===== src/rtl/vga_timing_param.sv =====
// Parameterised VGA/DVI raster timing generator with registered decodes.
// Ports: pclk, rst (async, active-high), en; hcount/vcount [CW-1:0];
//   hsync, vsync, hblnk, vblnk, de, sof, eol;
//   frame_cnt [15:0] only when VGA_TIMING_FRAME_CNT_EN is defined.
module vga_timing_param #(
  parameter int CW       = 12,
  parameter int H_ACTIVE = 1280,
  parameter int H_FP     = 48,
  parameter int H_SYNC   = 112,
  parameter int H_BP     = 248,
  parameter int V_ACTIVE = 1024,
  parameter int V_FP     = 1,
  parameter int V_SYNC   = 3,
  parameter int V_BP     = 38,
  parameter int HS_POL   = 1,
  parameter int VS_POL   = 1
) (
  input  logic          pclk,
  input  logic          rst,
  input  logic          en,
  output logic [CW-1:0] hcount,
  output logic [CW-1:0] vcount,
  output logic          hsync,
  output logic          vsync,
  output logic          hblnk,
  output logic          vblnk,
  output logic          de,
  output logic          sof,
  output logic          eol
`ifdef VGA_TIMING_FRAME_CNT_EN
  ,
  output logic [15:0]   frame_cnt
`endif
);

  localparam int H_TOTAL = H_ACTIVE + H_FP + H_SYNC + H_BP;
  localparam int V_TOTAL = V_ACTIVE + V_FP + V_SYNC + V_BP;

  // One extra bit so boundaries equal to 2^CW still fit.
  localparam logic [CW:0] H_LAST = (CW+1)'(H_TOTAL - 1);
  localparam logic [CW:0] V_LAST = (CW+1)'(V_TOTAL - 1);
  localparam logic [CW:0] H_A    = (CW+1)'(H_ACTIVE);
  localparam logic [CW:0] V_A    = (CW+1)'(V_ACTIVE);
  localparam logic [CW:0] HS_S   = (CW+1)'(H_ACTIVE + H_FP);
  localparam logic [CW:0] HS_E   = (CW+1)'(H_ACTIVE + H_FP + H_SYNC);
  localparam logic [CW:0] VS_S   = (CW+1)'(V_ACTIVE + V_FP);
  localparam logic [CW:0] VS_E   = (CW+1)'(V_ACTIVE + V_FP + V_SYNC);
  localparam logic        HS_ON  = (HS_POL != 0);
  localparam logic        VS_ON  = (VS_POL != 0);

  if (H_TOTAL > (1 << CW)) begin : g_h_chk
    $error("vga_timing_param: H_TOTAL exceeds 2^CW");
  end
  if (V_TOTAL > (1 << CW)) begin : g_v_chk
    $error("vga_timing_param: V_TOTAL exceeds 2^CW");
  end

  logic [CW-1:0] hcount_q, hcount_d;
  logic [CW-1:0] vcount_q, vcount_d;
  logic          hsync_q, hsync_d;
  logic          vsync_q, vsync_d;
  logic          hblnk_q, hblnk_d;
  logic          vblnk_q, vblnk_d;
  logic          de_q, de_d;
  logic          sof_q, sof_d;
  logic          eol_q, eol_d;
  logic [CW:0]   h_cur, v_cur, h_nxt, v_nxt;
  logic          h_wrap, v_wrap;

  assign h_cur  = {1'b0, hcount_q};
  assign v_cur  = {1'b0, vcount_q};
  assign h_wrap = (h_cur == H_LAST);
  assign v_wrap = (v_cur == V_LAST);
  assign h_nxt  = {1'b0, hcount_d};
  assign v_nxt  = {1'b0, vcount_d};

  // Decodes are taken from the next counter values so that every
  // registered output lines up with the registered counters.
  always_comb begin
    hcount_d = hcount_q;
    vcount_d = vcount_q;
    sof_d    = 1'b0;
    eol_d    = 1'b0;
    if (en) begin
      if (h_wrap) begin
        hcount_d = '0;
        vcount_d = v_wrap ? '0 : vcount_q + 1'b1;
      end else begin
        hcount_d = hcount_q + 1'b1;
      end
      sof_d = h_wrap && v_wrap;
      eol_d = (h_nxt == H_LAST);
    end
    hblnk_d = (h_nxt >= H_A);
    vblnk_d = (v_nxt >= V_A);
    de_d    = !hblnk_d && !vblnk_d;
    hsync_d = (h_nxt >= HS_S && h_nxt < HS_E) ? HS_ON : ~HS_ON;
    vsync_d = (v_nxt >= VS_S && v_nxt < VS_E) ? VS_ON : ~VS_ON;
  end

  always_ff @(posedge pclk or posedge rst) begin
    if (rst) begin
      hcount_q <= '0;
      vcount_q <= '0;
      hsync_q  <= ~HS_ON;
      vsync_q  <= ~VS_ON;
      hblnk_q  <= 1'b0;
      vblnk_q  <= 1'b0;
      de_q     <= 1'b1;
      sof_q    <= 1'b0;
      eol_q    <= 1'b0;
    end else begin
      hcount_q <= hcount_d;
      vcount_q <= vcount_d;
      hsync_q  <= hsync_d;
      vsync_q  <= vsync_d;
      hblnk_q  <= hblnk_d;
      vblnk_q  <= vblnk_d;
      de_q     <= de_d;
      sof_q    <= sof_d;
      eol_q    <= eol_d;
    end
  end

  assign hcount = hcount_q;
  assign vcount = vcount_q;
  assign hsync  = hsync_q;
  assign vsync  = vsync_q;
  assign hblnk  = hblnk_q;
  assign vblnk  = vblnk_q;
  assign de     = de_q;
  assign sof    = sof_q;
  assign eol    = eol_q;

`ifdef VGA_TIMING_FRAME_CNT_EN
  logic [15:0] frame_cnt_q, frame_cnt_d;

  // Counts alongside sof so the new value appears with the pulse.
  always_comb begin
    frame_cnt_d = frame_cnt_q + {15'd0, sof_d};
  end

  always_ff @(posedge pclk or posedge rst) begin
    if (rst) frame_cnt_q <= '0;
    else     frame_cnt_q <= frame_cnt_d;
  end

  assign frame_cnt = frame_cnt_q;
`endif

endmodule


===== config.mk =====
export PLATFORM = sky130hd
export DESIGN_NAME = vga_timing_param
export DESIGN_NICKNAME = d
export VERILOG_FILES = /design/src/rtl/vga_timing_param.sv
export SDC_FILE = /design/constraint.sdc
export NUM_CORES = 1
export LEC_CHECK = 0
export BUFFER_PORTS_ARGS = -buffer_cell sky130_fd_sc_hd__buf_2
export CAP_MARGIN = 40
export CORE_MARGIN = 5
export CORE_UTILIZATION = 60
export CTS_BUF_LIST = sky130_fd_sc_hd__clkbuf_8
export CTS_CLUSTER_DIAMETER = 150
export DETAILED_ROUTE_END_ITERATION = 10
export PLACE_DENSITY = 0.85
export SYNTH_ARGS = -nofsm -noshare
export SYNTH_HDL_FRONTEND = slang
export SYNTH_SLANG_ARGS = --single-unit

===== constraint.sdc =====
create_clock -name pclk -period 3.25 [get_ports pclk]
set_input_delay 0.4875 -clock pclk [delete_from_list [all_inputs] [get_ports pclk]]
set_output_delay 0.4875 -clock pclk [all_outputs]
set_load 0.03 [all_outputs]

==> impl_results.md <==
* Inserted Clock Buffers at 5
* Endpoints failing setup at 0
* Compound-Gate Fraction of Synth Area at 0.1350
* Mux contribution to synthesized area at 0.01165
* Synth-to-layout area growth at 13.57%
* Number of port buffers at 33
* DR vias at roughly 1,600
* WL final at between 4000 and 5000 µm
* Clk_skew at 0.01160 ns
* Max Root-Sink Buffers at 2
* H-tree depth at 2
* Total power draw at about 0.0011 W
* Die X at around 65 µm
* Post-CTS Setup Repair Bufs at 0
* Nets at 222
* Arrival @ worst endpoint at 2.75 ns
* Max Freq at a little under 400 MHz
* Number of max-cap violations at 0
* Worst Tran Pin Value at 0.6665 ns
* Avg Cell Area, Syn at around 10 µm²
* Final core occ at 0.6962
* DIE HEIGHT at around 65 µm
* Synth Area in Simple Gates at 0.2892
* Vias in the first global route at 1,508
* Row cnt at 20
* DP HPWL at a little over 3000 µm
* Share of flip-flops with an asynchronous set or reset at 1.000
* Largest family of logic cells by synthesized area: simple AND/OR/NAND/NOR gates
* Syn Inst Count at 182
* Max-Slew Margin vs Limit at 0.5542
* Share of cells above drive strength 1 at 0.2396
* Fin area at roughly 2100 µm²
* Adder-cell share of the synthesized area at 0.02056
* CTS tree: done
* Peak supply drop at around 320 µV
* CP max FO at 18
* Remaining antenna violation count at 0
* Flops & latches, synth at 31
* Hold bufs inserted after CTS at 0
* Placed inst area at about 2000 µm²
* Worst-path clk slew at around 0.070 ns
* Max-slew violations at 0
* Final hold vios at 0
* Worst-case hold slack at roughly 0.27 ns
* Area contributors post-synth: dfrtp_1 (41%), xnor2_1 (6.7%), nand2_1 (3.1%), nand3_1 (2.5%), and4_1 (2.4%)
* Primary FF master, synth: dfrtp_1
* Number of flops mapped to enable cells by yosys at 0
* Average wire per standard cell at around 17 µm
* Hold WC Path Type: primary input to async pin
* First-pass GRT wire length at around 7300 µm
* CORE AREA at between 2000 and 3000 µm²
* # resized after CTS at 0
* GPL Wtd Cong at roughly 0.9
* Synth top cells by count: dfrtp_1 (30), nand2_1 (15), xnor2_1 (14), inv_1 (10), nor2_1 (10)
* Clk sinks at 31
* Power per cell area at around 550 nW/µm²
* Most frequent cell after synthesis: dfrtp_1
* Critical path type: register to register
* Run status: completed
* Synth top area share at 0.4112
* Netlist Area Pre-Place at between 1500 and 2000 µm²
* CTS root buffer: clkbuf_8
* Worst-Skew Late Latency at ~0.28 ns
* Total track usage at 0.2234
* Initial antenna violation count at 0
* Startpoint types: register
* Pleak at just over 1 nW
* Minimum clock period after layout at between 2 and 3 ns
* Vias per cell at 6.364
* Fill count at between 200 and 250
* Post-synthesis cell type count at 52
* DRC violations left at 0
* Critical path endpoint category: register
* N_diodes at 0
* Sequential area share after synthesis at 0.4256
* DIE AREA at about 4200 µm²
* Setup TNS Final at 0 ns
* GRT overflow at 0
* Final worst path period share at 0.7873
* Largest net degree at the start of global routing at 32
* DR pass1 iterations at 4
* DRT iter0 DRCs at 170
* Initial Util at 0.6130
* Syn nets at roughly 190
* WP data required at around 3.4 ns
* Yosys warning total at 0
* Post-Synth XOR/XNOR Area at 0.07197
* Biggest area consumer among synthesized cells: dfrtp_1
* I/O pins at 34
* RSZ-0062 raised after global routing: no
report_power, final:
part | internal (W) | switching (W) | leakage [nW]
sequential | 0.000428 | 0.000104 | 0.407
combinational | 0.000129 | 0.000212 | 0.549
clock | 0.000142 | 0.000133 | 0.0519
cell families after synthesis:
group	Yosys count
and+or+nand+nor	78
AOI/OAI and AO/OA	36
DFF	31
buffers and inverters	17
xor gates and xnor gates	15
adders and majority gates	3
muxes	2
registers in the layout, indices dropped and copies added, names as in the netlist:
signal	flops
sof	1
hsync	1
eol	1
vcount	12
vsync	1
vblnk	1
hcount	12
de	1
hblnk	1
critical path: stages (launching register included):
cell	delay [ns]
dfrtp_1	0.45
ha_1	0.33
nand4b_2	0.23
nor3_4	0.61
a31oi_1	0.18
a31oi_1	0.29
o2111ai_1	0.20
nor4_2	0.19
worst paths after layout:
path,startpoint,to,slack (ns),cells after the start
hold reg to reg,vcount[9],vcount[9],0.58,1
max in group asynchronous,rst,de,2.66,3
setup reg to reg,hcount[0],vsync,0.69,7
setup / recovery,hcount[0],vsync,0.69,7
min in group pclk,vcount[9],vcount[9],0.58,1
hold / removal,rst,vcount[2],0.27,3
cells in the final DEF (no fill, tap or decap), types with 2 or more instances in the layout:
cell | synthesis | routed
nor4b_1 | 2 | 2
nand4_1 | 6 | 6
clkbuf_8 | 0 | 5
or3_1 | 2 | 2
and4_1 | 5 | 5
ha_1 | 3 | 3
o22ai_1 | 2 | 2
nand2_1 | 15 | 15
buf_2 | 1 | 33
nor4_2 | 2 | 2
and3_1 | 5 | 5
nand2b_1 | 4 | 4
nor3b_1 | 3 | 3
o31ai_1 | 3 | 3
o21ai_0 | 7 | 7
nand3_1 | 9 | 9
nand4_2 | 2 | 2
a31oi_1 | 6 | 6
a21oi_1 | 4 | 4
nor2_1 | 10 | 10
a21o_1 | 3 | 3
inv_1 | 10 | 13
nor4bb_1 | 2 | 2
xnor2_1 | 14 | 14
dfrtp_1 | 30 | 30
o21ai_1 | 2 | 2
area by class of cell:
class	count	area, µm²	share of cell area
clock buffer	5	68.82	0.03319
clock inverter	3	11.26	0.005431
inverter	10	37.54	0.01810
multi-input combinational	134	964.7	0.4653
sequential	31	777.0	0.3748
tap	33	41.29	0.01992
timing repair buffer	34	172.7	0.08328
through the flow:
step                setup WS, ns  instances
finish                    0.6914        250
global route              0.5075        250
CTS                       0.7429        250
detailed placement        0.7633        242
global placement          0.8583        242
floorplan                  1.019        182
per-layer routing:
| layer | up-vias | wire length, µm | GRT usage |
|---|---|---|---|
| li1 | 749 | - | - |
| met1 | 762 | 1750 | 0.2734 |
| met2 | 71 | 2145 | 0.3742 |
| met3 | 9 | 313 | 0.06325 |
| met4 | 0 | 62 | 0.08290 |
| met5 | - | 0 | 0 |
Note: power is estimated with default switching activity, not from simulation.
